<file path="src/rtl/proc_control_fsm.sv">
// Control sequencer for the nine-bit processor: fetches IR from DIN and steps T0..T3.
// Define CTRL_MVNZ_EN to add the conditional-move opcode (100 = mvnz Rx,Ry).
module proc_control_fsm #(
    parameter bit ILLEGAL_DONE = 1'b1
) (
    input  logic       clock,
    input  logic       reset,
    input  logic       run,
    input  logic [8:0] DIN,
    input  logic       g_nonzero,
    output logic [7:0] r_out,
    output logic       g_out,
    output logic       DIN_out,
    output logic [7:0] r_in,
    output logic       a_load,
    output logic       g_load,
    output logic       add_sub,
    output logic       done
);

    typedef enum logic [1:0] {
        T0 = 2'd0,
        T1 = 2'd1,
        T2 = 2'd2,
        T3 = 2'd3
    } state_t;

    localparam logic [2:0] OP_MV   = 3'b000;
    localparam logic [2:0] OP_MVI  = 3'b001;
    localparam logic [2:0] OP_ADD  = 3'b010;
    localparam logic [2:0] OP_SUB  = 3'b011;
`ifdef CTRL_MVNZ_EN
    localparam logic [2:0] OP_MVNZ = 3'b100;
`endif

    state_t     state;
    logic [8:0] ir;
    logic [2:0] opcode;
    logic [7:0] x_sel;
    logic [7:0] y_sel;

    assign opcode = ir[8:6];
    assign x_sel  = 8'b1 << ir[5:3];
    assign y_sel  = 8'b1 << ir[2:0];

`ifndef CTRL_MVNZ_EN
    logic unused_g_nonzero;
    assign unused_g_nonzero = g_nonzero;
`endif

    always_ff @(posedge clock) begin
        if (reset) begin
            state <= T0;
            ir    <= '0;
        end else begin
            case (state)
                T0: begin
                    if (run) begin
                        ir    <= DIN;
                        state <= T1;
                    end
                end
                T1: begin
                    if (opcode == OP_ADD || opcode == OP_SUB)
                        state <= T2;
                    else
                        state <= T0;
                end
                T2:      state <= T3;
                T3:      state <= T0;
                default: state <= T0;
            endcase
        end
    end

    // Outputs decode straight from state+IR so mvi/mvnz can act on DIN and
    // g_nonzero in the same cycle; reset masks everything to avoid partial writes.
    always_comb begin
        r_out   = '0;
        g_out   = 1'b0;
        DIN_out = 1'b0;
        r_in    = '0;
        a_load  = 1'b0;
        g_load  = 1'b0;
        add_sub = 1'b0;
        done    = 1'b0;
        if (!reset) begin
            case (state)
                T1: begin
                    case (opcode)
                        OP_MV: begin
                            r_out = y_sel;
                            r_in  = x_sel;
                            done  = 1'b1;
                        end
                        OP_MVI: begin
                            DIN_out = 1'b1;
                            r_in    = x_sel;
                            done    = 1'b1;
                        end
                        OP_ADD, OP_SUB: begin
                            r_out  = x_sel;
                            a_load = 1'b1;
                        end
`ifdef CTRL_MVNZ_EN
                        OP_MVNZ: begin
                            if (g_nonzero) begin
                                r_out = y_sel;
                                r_in  = x_sel;
                            end
                            done = 1'b1;
                        end
`endif
                        default: done = ILLEGAL_DONE;
                    endcase
                end
                T2: begin
                    r_out   = y_sel;
                    g_load  = 1'b1;
                    add_sub = (opcode == OP_SUB);
                end
                T3: begin
                    g_out = 1'b1;
                    r_in  = x_sel;
                    done  = 1'b1;
                end
                default: ;
            endcase
        end
    end

endmodule

</file>
<file path="config.mk">
export PLATFORM = sky130hd
export DESIGN_NAME = proc_control_fsm
export DESIGN_NICKNAME = d
export VERILOG_FILES = /design/src/rtl/proc_control_fsm.sv
export SDC_FILE = /design/constraint.sdc
export NUM_CORES = 1
export LEC_CHECK = 0
export BUFFER_PORTS_ARGS = -buffer_cell sky130_fd_sc_hd__buf_4
export CAP_MARGIN = 15
export CORE_UTILIZATION = 49
export DETAILED_ROUTE_END_ITERATION = 8
export PLACE_DENSITY = 0.89
export REMOVE_ABC_BUFFERS = 1
export SYNTH_ARGS = -nofsm -noshare
export SYNTH_HDL_FRONTEND = slang
export SYNTH_SLANG_ARGS = --single-unit
export TNS_END_PERCENT = 1
</file>
<file path="constraint.sdc">
create_clock -name clock -period 3.2 [get_ports clock]
set_input_delay 0.64 -clock clock [delete_from_list [all_inputs] [get_ports clock]]
set_output_delay 0.64 -clock clock [all_outputs]
set_load 0.01 [all_outputs]
</file>
==> summary.md, run 1 <==
| Metric | Value |
|---|---|
| Top cell type's share of synthesized area | 28.8% |
| CTS resizes | 0 |
| Outcome | complete, no violations |
| DP Worst Slack | 895 ps |
| Number of flops mapped to enable cells by yosys | 0 |
| Most frequent cells in the layout | 33 x buf_4, 13 x nand2_1, 12 x a21oi_1, 11 x dfxtp_1, 10 x nand3_1 |
| Most common cell after layout, fill and taps aside | buf_4 |
| Synth warnings | 0 |
| Synth unique cells | 26 |
| WP buf/inv | 2 |
| Worst hold margin | 507 ps |
| H-tree depth | 1 |
| Setup repair bufs after CTS | 0 |
| Final HPWL DP | 1510 um |
| Reg2Reg Depth | 5 |
| Layout cell share with drive strength beyond 1 | 28.1% |
| Largest net degree at the start of global routing | 24 |
| DRC | 0 |
| Max-cap viol count | 0 |
| Mapped Cells | 103 |
| Clk pin slew, worst setup/hold paths | 70 ps |
| Yosys reg bits | 11 |
| GPL Wtd Cong | 0.920 |
| # clock sinks | 11 |
| Startpoint types | flip-flop |
| Clock skew | 0.593 ps |
| Worst Hold Depth | 2 |
| CTS buffer count | 3 |
| Period minus WS final | 2630 ps |
| Root Driver | clkbuf_4 |
| Stages on worst setup path | 6 |
| # hold bufs at CTS | 0 |
| Utilization after layout | 74.8% |
| Slew HR | 59.6% |
| Row count | 13 |
| Total Neg Setup Slack | 0 ps |
| Final Hold Fails | 0 |
| Reg2reg start | state[0] |
| Reg2reg setup slack | 1690 ps |
| Via Count | 892 |
| Critical Path AT | 1990 ps |
| RSZ-0062 raised after global routing | no |
| Grt ovf | 0 |
| Drt via density | 5.95 |
| Die height | 41.5 um |
| Max IR drop VDD | 0.228 mV |
| Setup CP Type | reg -> out |
| ANT nets after route | 0 |
| Final setup violation count | 0 |
| Worst-Margin Slew | 607 ps |
| Drt first pass iters | 4 |
| CTS Buffer Depth | 2 |
| Synth Flop Type | dfxtp_1 |
| Leakage | 0.434 nW |
| Total Routing Usage GR | 24.7% |
| Initial Util | 55.4% |
| Mapped cell area | 766 um^2 |
| CP cell instances | inv_1 -> ha_1 -> nor2b_1 -> nand3b_1 -> o32ai_1 -> buf_4 |
| Io pins | 35 |
| CTS tree | done |
| Initial antenna violation count | 0 |
| Worst Path Max Fanout | 6 |
| Async set-or-reset flop fraction in the synthesized netlist | 0% |
| P&R area growth vs syn | 35.1% |
| WL final | 1980 um |
| Die W | 41.5 um |
| Synth area leaders | dfxtp_1 29%, ha_1 8.2%, a21oi_1 7.8%, nand3_1 6.5%, nand2_1 6.4% |
| Dpl cell area | 0.00101 mm^2 |
| Sequential element share of the synthesized area | 28.8% |
| Post-route clock period utilization | 82.2% |
| Routed len/inst | 13.2 um |
| Core area | 0.00138 mm^2 |
| Final Net Count | 154 |
| PwrDens | 326 mW/mm^2 |
| Hold_sp | ir[3] |
| Slowest cell delay on critical path | 430 ps |
| Worst setup EP type | primary output |
| Die ar. | 0.00172 mm^2 |
| Avg Cell Area, Syn | 7.43 um^2 |
| First-pass GRT wire length | 3420 um |
| Worst R2R End | ir[0] |
| Worst skew pair latency | 270 ps |
| Drt initial violations | 13 |
| Fmax | 380 MHz |
| Worst Hold End | ir[3] |
| Vias in the first global route | 757 |
| Area leader, netlist | dfxtp_1 |
| Fin. max-slew vios | 0 |
| Req. time, crit path | 2560 ps |
| Diodes inserted | 0 |
| Critical path's slowest cell | dfxtp_1 |
| Final WS setup | 568 ps |
| Hold Crit Class | reg -> reg |
| Post-route cell area | 0.00103 mm^2 |
| PortBufs | 33 |
| CP top delay family | flip-flops |
==> per-stage QoR <==
step                total power (W)  cells
floorplan                  0.000210     98
global placement           0.000241    146
CTS                        0.000339    150
global route               0.000358    150
finish                     0.000337    150
detailed placement         0.000246    146
==> flip-flops by register name, indices dropped and copies added, names as in the netlist, named ones only <==
name and cells:
state 1, ir 9
==> how the worst max path moves through the flow <==
stage                  start       end
global route        state[0]  r_out[4]
finish              state[0]  r_out[4]
floorplan           state[0]  r_out[2]
detailed placement     reset  r_out[4]
global placement       reset  r_out[4]
CTS                 state[0]  r_out[4]
==> metal layers <==
| metal | routed length, um | track usage, % |
|---|---|---|
| met2 | 938 | 39.1 |
| met3 | 106 | 3.91 |
| met1 | 901 | 33.0 |
| met4 | 35 | 11.0 |
| met5 | 0 | 0 |
==> cell usage after synthesis (all sizes together) (2+ instances only) <==
cell	number
and4b	2
nand3b	3
o22ai	4
nor4	4
o32ai	4
nand3	10
buf	4
ha	5
nand2b	5
a21oi	12
nor2b	3
nand2	13
dfxtp	11
inv	2
nor2	7
nor3	4
==> cells by family (layout without fill, tap and decap cells) <==
family	count (synthesis)	in the layout	synth area share, %
AND/OR/NAND/NOR	57	57	40.7
AO/OA/AOI/OAI	23	23	18.3
flip-flops	11	11	28.8
buffers and inverters	7	39	4.08
adder cells (fa/ha/maj)	5	5	8.17
==> power by group <==
part / switching [W] / total, W / internal, W
Combinational: 0.0000471 / 0.0000830 / 0.0000359
Sequential: 0.0000137 / 0.000160 / 0.000146
Clock: 0.0000456 / 0.0000940 / 0.0000483
Total: 0.000106 / 0.000337 / 0.000231
==> cell type report <==
cell class,instances,area (um^2)
multi-input combinational,85,514
fill,115,348
timing repair buffer,33,248
sequential,11,220
clock buffer,4,26.3
tap,15,18.8
inverter,2,7.51
==> worst min-delay path: stages, from the launching register on <==
cell	delay, ps
dfxtp_1	340
nand2_1	70
a21oi_1	50
(Power assumes the default switching activity.)
==> run 2, diff against run 1 <==
--- a/config.mk
+++ b/config.mk
@@ -7,9 +7,9 @@
 export LEC_CHECK = 0
 export BUFFER_PORTS_ARGS = -buffer_cell sky130_fd_sc_hd__buf_4
 export CAP_MARGIN = 15
-export CORE_UTILIZATION = 49
+export CORE_UTILIZATION = 45
 export DETAILED_ROUTE_END_ITERATION = 8
-export PLACE_DENSITY = 0.89
+export PLACE_DENSITY = 0.83
 export REMOVE_ABC_BUFFERS = 1
 export SYNTH_ARGS = -nofsm -noshare
 export SYNTH_HDL_FRONTEND = slang
==> constraint.sdc (replaced) <==
create_clock -name clock -period 2.6 [get_ports clock]
set_input_delay 0.52 -clock clock [delete_from_list [all_inputs] [get_ports clock]]
set_output_delay 0.52 -clock clock [all_outputs]
set_load 0.01 [all_outputs]
==> run 2 against run 1 <==
Non-clock buffer count stayed put; sequential share of layout area is 0.13 points lower; hold slack worse by 9.3 ps; cell count is 0.67% higher; critical path depth stayed put; global-route usage is 1.2 points lower; worst setup slack worse by 370 ps; sequential power is 23% higher; clock skew hardly changed; count of clock-buffer cells in the layout stayed put; die area is 8.5% higher; highest routed layer unchanged.
==> summary.md, run 2 (synthesized netlist as in run 1, its figures left out) <==
| Metric | Value |
|---|---|
| Reg2Reg Depth | 5 (unchanged) |
| Biggest regs | ir (9), state (1) |
| GPL Wtd Cong | 0.930 (+1.2%) |
| Stages on worst setup path | 6 (unchanged) |
| Seq. cell area | 220 um^2 (unchanged) |
| Clock skew | 0.784 ps (+0.191 ps) |
| Area occupied by multi-input gates | 519 um^2 (+0.97%) |
| Max-cap viol count | 0 (unchanged) |
| Setup crit start | state[0] |
| DRC | 0 (unchanged) |
| Largest net degree at the start of global routing | 24 (unchanged) |
| Setup repair bufs after CTS | 0 (unchanged) |
| CP cell instances | inv_1 -> ha_1 -> nor2b_2 -> nand3b_1 -> o32ai_1 -> buf_4 |
| Drt via density | 5.89 (-1.0%) |
| Max IR drop VDD | 0.284 mV (+25%) |
| Initial antenna violation count | 0 (unchanged) |
| Die W | 43.3 um (+4.1%) |
| Setup CP Type | reg -> out |
| Final HPWL DP | 1510 um (about the same) |
| Critical path's slowest cell | dfxtp_1 |
| Via Count | 889 (-0.34%) |
| CTS buffer count | 3 (unchanged) |
| Initial Util | 49.7% (-5.7 points) |
| Max reg flops | 9 (unchanged) |
| RSZ-0062 raised after global routing | no |
| Most frequent cells in the layout | 33 x buf_4, 13 x nand2_1, 12 x a21oi_1, 11 x dfxtp_1, 10 x nand3_1 |
| Worst Path Max Fanout | 6 (unchanged) |
| Io pins | 35 (unchanged) |
| Fin. max-slew vios | 0 (unchanged) |
| Clk pin slew, worst setup/hold paths | 70 ps (about the same) |
| # clock sinks | 11 (unchanged) |
| Worst-Margin Slew | 591 ps (-16.0 ps) |
| Hold Crit Class | reg -> reg |
| ANT nets after route | 0 (unchanged) |
| Drt initial violations | 18 (+5) |
| Reg2reg start | state[0] |
| Startpoint types | flip-flop |
| Critical Path AT | 1880 ps (-110 ps) |
| Most common cell after layout, fill and taps aside | buf_4 |
| Drt first pass iters | 4 (unchanged) |
| Tot Pwr | 0.000413 W (+23%) |
| Total Neg Setup Slack | 0 ps (unchanged) |
| Worst setup EP type | primary output |
| Reg2reg setup slack | 1120 ps (-570 ps) |
| WP buf/inv | 2 (unchanged) |
| Fmax | 417 MHz |
| Die height | 43.3 um (+4.1%) |
| PortBufs | 33 (unchanged) |
| Worst skew pair latency | 270 ps (about the same) |
| CTS Buffer Depth | 2 (unchanged) |
| Post-route clock period utilization | 92.3% |
| Most flop-heavy register | ir |
| Die ar. | 0.00187 mm^2 (+8.5%) |
| WL final | 1980 um (-0.15%) |
| CP top delay family | flip-flops |
| Root Driver | clkbuf_4 |
| Grt ovf | 0 (unchanged) |
| Crit path to | r_out[2] |
| Slew HR | 60.6% (+1.1 points) |
| CTS tree | done |
| FILL cells | 142 (+23%) |
| Slowest cell delay on critical path | 440 ps (about the same) |
| Row count | 14 (+1) |
| Final setup violation count | 0 (unchanged) |
| Core area | 0.00154 mm^2 (+11%) |
| H-tree depth | 1 (unchanged) |
| Total Routing Usage GR | 23.6% (-1.2 points) |
| Leakage | 0.434 nW (-0.11%) |
| Vias in the first global route | 821 (+8.5%) |
| Diodes inserted | 0 (unchanged) |
| Routed len/inst | 13.1 um (-0.81%) |
| Period minus WS final | 2400 ps |
| Outcome | complete, no violations |
| Layout cell share with drive strength beyond 1 | 29.6% (+1.5 points) |
| Final Net Count | 154 (unchanged) |
| PwrDens | 397 mW/mm^2 (+22%) |
| Final Hold Fails | 0 (unchanged) |
| Req. time, crit path | 2080 ps (-480 ps) |
| Worst R2R End | ir[4] |
| First-pass GRT wire length | 3380 um (-1.2%) |
| P&R area growth vs syn | 35.9% |
run 2: changes by cell type in the layout (fill, tap and decap cells not counted):
cell	change
ha_1	-1
ha_2	+1
nor2b_1	-1
nor2b_2	+1
run 2: worst min-delay path by stage:
stage,cells past startpoint,start,to
after floorplan,2,ir[6],ir[6]
after global placement,2,ir[5],ir[5]
after detailed placement,2,ir[2],ir[2]
after CTS,2,ir[2],ir[2]
after global routing,3,DIN[8],ir[8]
final,2,ir[2],ir[2]
run 2: area by class of cell:
class                           instances  share of cell area [%]
Clock buffer                            4                    2.52
Inverter                                2                   0.721
Multi-Input combinational cell         85                    49.9
Sequential cell                        11                    21.2
Tap cell                               16                    1.92
Timing Repair Buffer                   33                    23.8
run 2: layer usage:
metal / vias to the layer above / share of wire [%] / track usage (%)
met5: - / 0 / 0
met4: 0 / 2.2 / 15.8
met1: 401 / 42 / 29.1
met3: 5 / 6.0 / 1.28
li1: 443 / - / -
met2: 40 / 49 / 38.8
run 2: power breakdown:
part           leakage, nW  switching, W  internal, W  total (W)
Combinational        0.329     0.0000569    0.0000449   0.000102
Sequential          0.0903     0.0000170     0.000180   0.000197
Clock               0.0150     0.0000547    0.0000594   0.000114
Total                0.434      0.000129     0.000284   0.000413
run 2: metrics by stage:
step	std cells	area [um^2]	hold slack, ps	setup slack (ps)	util [%]
floorplan	98	742	459	632	-
global placement	147	1010	477	516	65.5
detailed placement	147	1010	491	421	65.5
CTS	151	1040	500	118	67.2
global route	151	1040	515	23.5	67.5
finish	151	1040	498	199	67.5
run 2: what timing repair did:
item | in CTS | in global routing
hold buffers | 0 | 0
gates resized for setup | 0 | 2
endpoints found under the setup margin | 0 | 3
run 2: worst reg2reg max path: stages, from the launching register on:
cell and delay (ps):
dfxtp_1 440, inv_1 120, ha_1 340, nand2_1 280, nand2_1 100, a21oi_1 150
==> run 3, diff against run 2 <==
--- a/config.mk
+++ b/config.mk
@@ -5,11 +5,12 @@
 export SDC_FILE = /design/constraint.sdc
 export NUM_CORES = 1
 export LEC_CHECK = 0
+export ABC_AREA = 1
 export BUFFER_PORTS_ARGS = -buffer_cell sky130_fd_sc_hd__buf_4
 export CAP_MARGIN = 15
-export CORE_UTILIZATION = 45
+export CORE_UTILIZATION = 47
 export DETAILED_ROUTE_END_ITERATION = 8
-export PLACE_DENSITY = 0.83
+export PLACE_DENSITY = 0.84
 export REMOVE_ABC_BUFFERS = 1
 export SYNTH_ARGS = -nofsm -noshare
 export SYNTH_HDL_FRONTEND = slang
==> run 3 against run 2 <==
Via count grew 13%; synthesized cell count grew 34%; first-iteration DRC count grew 22%; die area grew 5.2%; global-route usage grew 1.1 points; register-to-register slack lost 50 ps; synthesized area grew 10%; sequential power grew 19%; fmax grew 4.7%; wire length grew 11%; core utilization grew 3.9 points; critical endpoint is now r_out[4]; largest power group is now combinational cells; highest routed layer is now met3.
==> summary.md, run 3 <==
| Metric | Value |
|---|---|
| CTS resizes | 0 (unchanged) |
| Core area | 0.00159 mm^2 (+3.4%) |
| FILL cells | 144 (+1.4%) |
| Mapped Cells | 138 (+34%) |
| Stages on worst setup path | 9 (+3) |
| Fin. max-slew vios | 0 (unchanged) |
| Async set-or-reset flop fraction in the synthesized netlist | 0% (unchanged) |
| WP buf/inv | 3 (+1) |
| Drt first pass iters | 4 (unchanged) |
| Root Driver | clkbuf_4 |
| # clock sinks | 11 (unchanged) |
| DRC | 0 (unchanged) |
| Row count | 14 (unchanged) |
| Fmax | 436 MHz (+4.7%) |
| P&R area growth vs syn | 35.0% |
| Final Hold Fails | 0 (unchanged) |
| Synth cell count leaders | 25 x nand2_1, 20 x inv_1, 18 x a21oi_1 |
| Vias in the first global route | 931 (+13%) |
| Setup repair bufs after CTS | 0 (unchanged) |
| Post-route clock period utilization | 88.2% (-4.2 points) |
| Die ar. | 0.00197 mm^2 (+5.2%) |
| Placed instance count | 193 (+31%) |
| Layout cell share with drive strength beyond 1 | 28.3% (-1.3 points) |
| First-pass GRT wire length | 3660 um (+8.3%) |
| Total Neg Setup Slack | 0 ps (unchanged) |
| Dpl cell area | 0.00111 mm^2 (+10%) |
| Slew HR | 67.4% (+6.7 points) |
| Outcome | complete, no violations |
| Io pins | 35 (unchanged) |
| Clk pin slew, worst setup/hold paths | 80 ps (about the same) |
| Area leader, netlist | dfxtp_1 |
| Die height | 44.4 um (+2.6%) |
| RSZ-0062 raised after global routing | no |
| CTS tree | done |
| Drt via density | 5.09 (-14%) |
| Sequential element share of the synthesized area | 26.1% (-2.6 points) |
| Drt initial violations | 22 (+4) |
| CP cell instances | inv_1 -> ha_1 -> inv_2 -> nor2_1 -> nand2_1 -> nand2_2 -> nand3_1 -> a21oi_1 -> buf_4 |
| Synth area leaders | dfxtp_1 26%, nand2_1 11%, a21oi_1 11%, inv_1 8.9%, nor2_1 7.6% |
| Max reg flops | 9 (unchanged) |
| Synth Flop Type | dfxtp_1 |
| Leakage | 0.534 nW (+23%) |
| PortBufs | 33 (unchanged) |
| Largest net degree at the start of global routing | 18 (-25%) |
| Hold Crit Class | in -> reg |
| Biggest regs | ir (9), state (1) |
| Die W | 44.4 um (+2.6%) |
| Most frequent cell after synthesis | nand2_1 |
| Critical path's slowest cell | dfxtp_1 |
| Critical Path AT | 1770 ps (-110 ps) |
| Synth warnings | 0 (unchanged) |
| Setup CP Type | reg -> out |
| Grt ovf | 0 (unchanged) |
| Worst skew pair latency | 280 ps (about the same) |
| Req. time, crit path | 2080 ps (about the same) |
| Reg2Reg Depth | 5 (unchanged) |
| Max IR drop VDD | 0.448 mV (+57%) |
| Worst Path Max Fanout | 7 (+1) |
| Initial Util | 52.9% (+3.2 points) |
| CP top delay family | simple AND/OR/NAND/NOR gates |
| Slowest cell delay on critical path | 330 ps (-110 ps) |
| Final non-filler cell total | 197 (+30%) |
| Initial antenna violation count | 0 (unchanged) |
| Most common cell after layout, fill and taps aside | buf_4 |
| Worst Hold Depth | 3 (+1) |
| Final Net Count | 192 (+25%) |
| CTS buffer count | 3 (unchanged) |
| Final WS setup | 308 ps (+109 ps) |
| Synth unique cells | 17 (-35%) |
| Final HPWL DP | 1690 um (+12%) |
| Max-cap viol count | 0 (unchanged) |
| Area occupied by multi-input gates | 523 um^2 (+0.72%) |
| H-tree depth | 1 (unchanged) |
| Number of flops mapped to enable cells by yosys | 0 (unchanged) |
| Tot Pwr | 0.000603 W (+46%) |
| Routed len/inst | 11.1 um (-15%) |
| Post-route cell area | 0.00114 mm^2 (+9.4%) |
| ANT nets after route | 0 (unchanged) |
| PwrDens | 530 mW/mm^2 (+33%) |
| Worst-Margin Slew | 489 ps (-102 ps) |
| Mapped cell area | 843 um^2 (+10%) |
| Most flop-heavy register | ir |
| Worst setup EP type | primary output |
| Top cell type's share of synthesized area | 26.1% (-2.6 points) |
| Yosys reg bits | 11 (unchanged) |
| Total Routing Usage GR | 24.6% (+1.1 points) |
| Startpoint types | flip-flop |
| Via Count | 1002 (+13%) |
| Avg Cell Area, Syn | 6.11 um^2 (-18%) |
| Diodes inserted | 0 (unchanged) |
| Seq. cell area | 220 um^2 (unchanged) |
| WL final | 2200 um (+11%) |
| Period minus WS final | 2290 ps (-109 ps) |
| Clock skew | 3.55 ps (+2.77 ps) |
| Most frequent cells in the layout | 33 x buf_4, 25 x nand2_1, 20 x inv_1, 18 x a21oi_1, 17 x nor2_1 |
| DP Worst Slack | 657 ps (+236 ps) |
| GPL Wtd Cong | 0.874 (-6.1%) |
| Final setup violation count | 0 (unchanged) |
| CTS Buffer Depth | 2 (unchanged) |
| # hold bufs at CTS | 0 (unchanged) |
[run 3: cell types whose count changed after synthesis, sizes merged, moves of 5 or more]
cell	delta
inv	+22
nand2	+14
nor2	+13
o21ai	+10
nor3	+8
a21oi	+7
nand2b	-5
[run 3: per-stage QoR]
step	utilization, %	hold WS, ps
detailed placement	69.7	514
floorplan	-	484
global route	71.4	515
CTS	71.4	489
finish	71.4	489
global placement	69.7	510
[run 3: area by class of cell]
| class | instances | share of cell area (%) |
|---|---|---|
| clock buffers | 3 | 1.98 |
| clock inverters | 1 | 0.440 |
| inverters | 24 | 7.91 |
| multi-input cells | 101 | 45.9 |
| flip-flops and latches | 11 | 19.3 |
| well taps | 24 | 2.64 |
| repair buffers | 33 | 21.8 |
[run 3: worst paths after layout]
kind,startpoint,to,slack (ps)
setup / recovery,flip-flop,r_out[4],310
hold reg to reg,ir[0],ir[0],520
hold / removal,DIN[7],ir[7],490
setup reg to reg,state[0],ir[3],1070
[run 3: cell families after synthesis]
kind of cell | share of synthesized area [%]
simple gates | 35.5
compound gates | 19.1
buf+inv | 11.9
flops | 26.1
fa+ha+maj | 7.42
[run 3: worst min-delay path: stages]
cell and delay, ps:
buf_4 70, o21ai_0 70, nor2_1 80
[run 3: where the power goes]
group          leakage (nW)  internal (W)  switching, W
Combinational         0.425     0.0000872      0.000160
Sequential           0.0911      0.000197     0.0000365
Clock                0.0177     0.0000572     0.0000650
[run 3: per-layer routing]
metal	vias to the layer above	track usage, %	wire length, um
met5	-	0	0
met4	0	8.48	0
met3	0	7.35	139
met2	35	42.4	1150
met1	452	29.0	903
li1	515	-	-
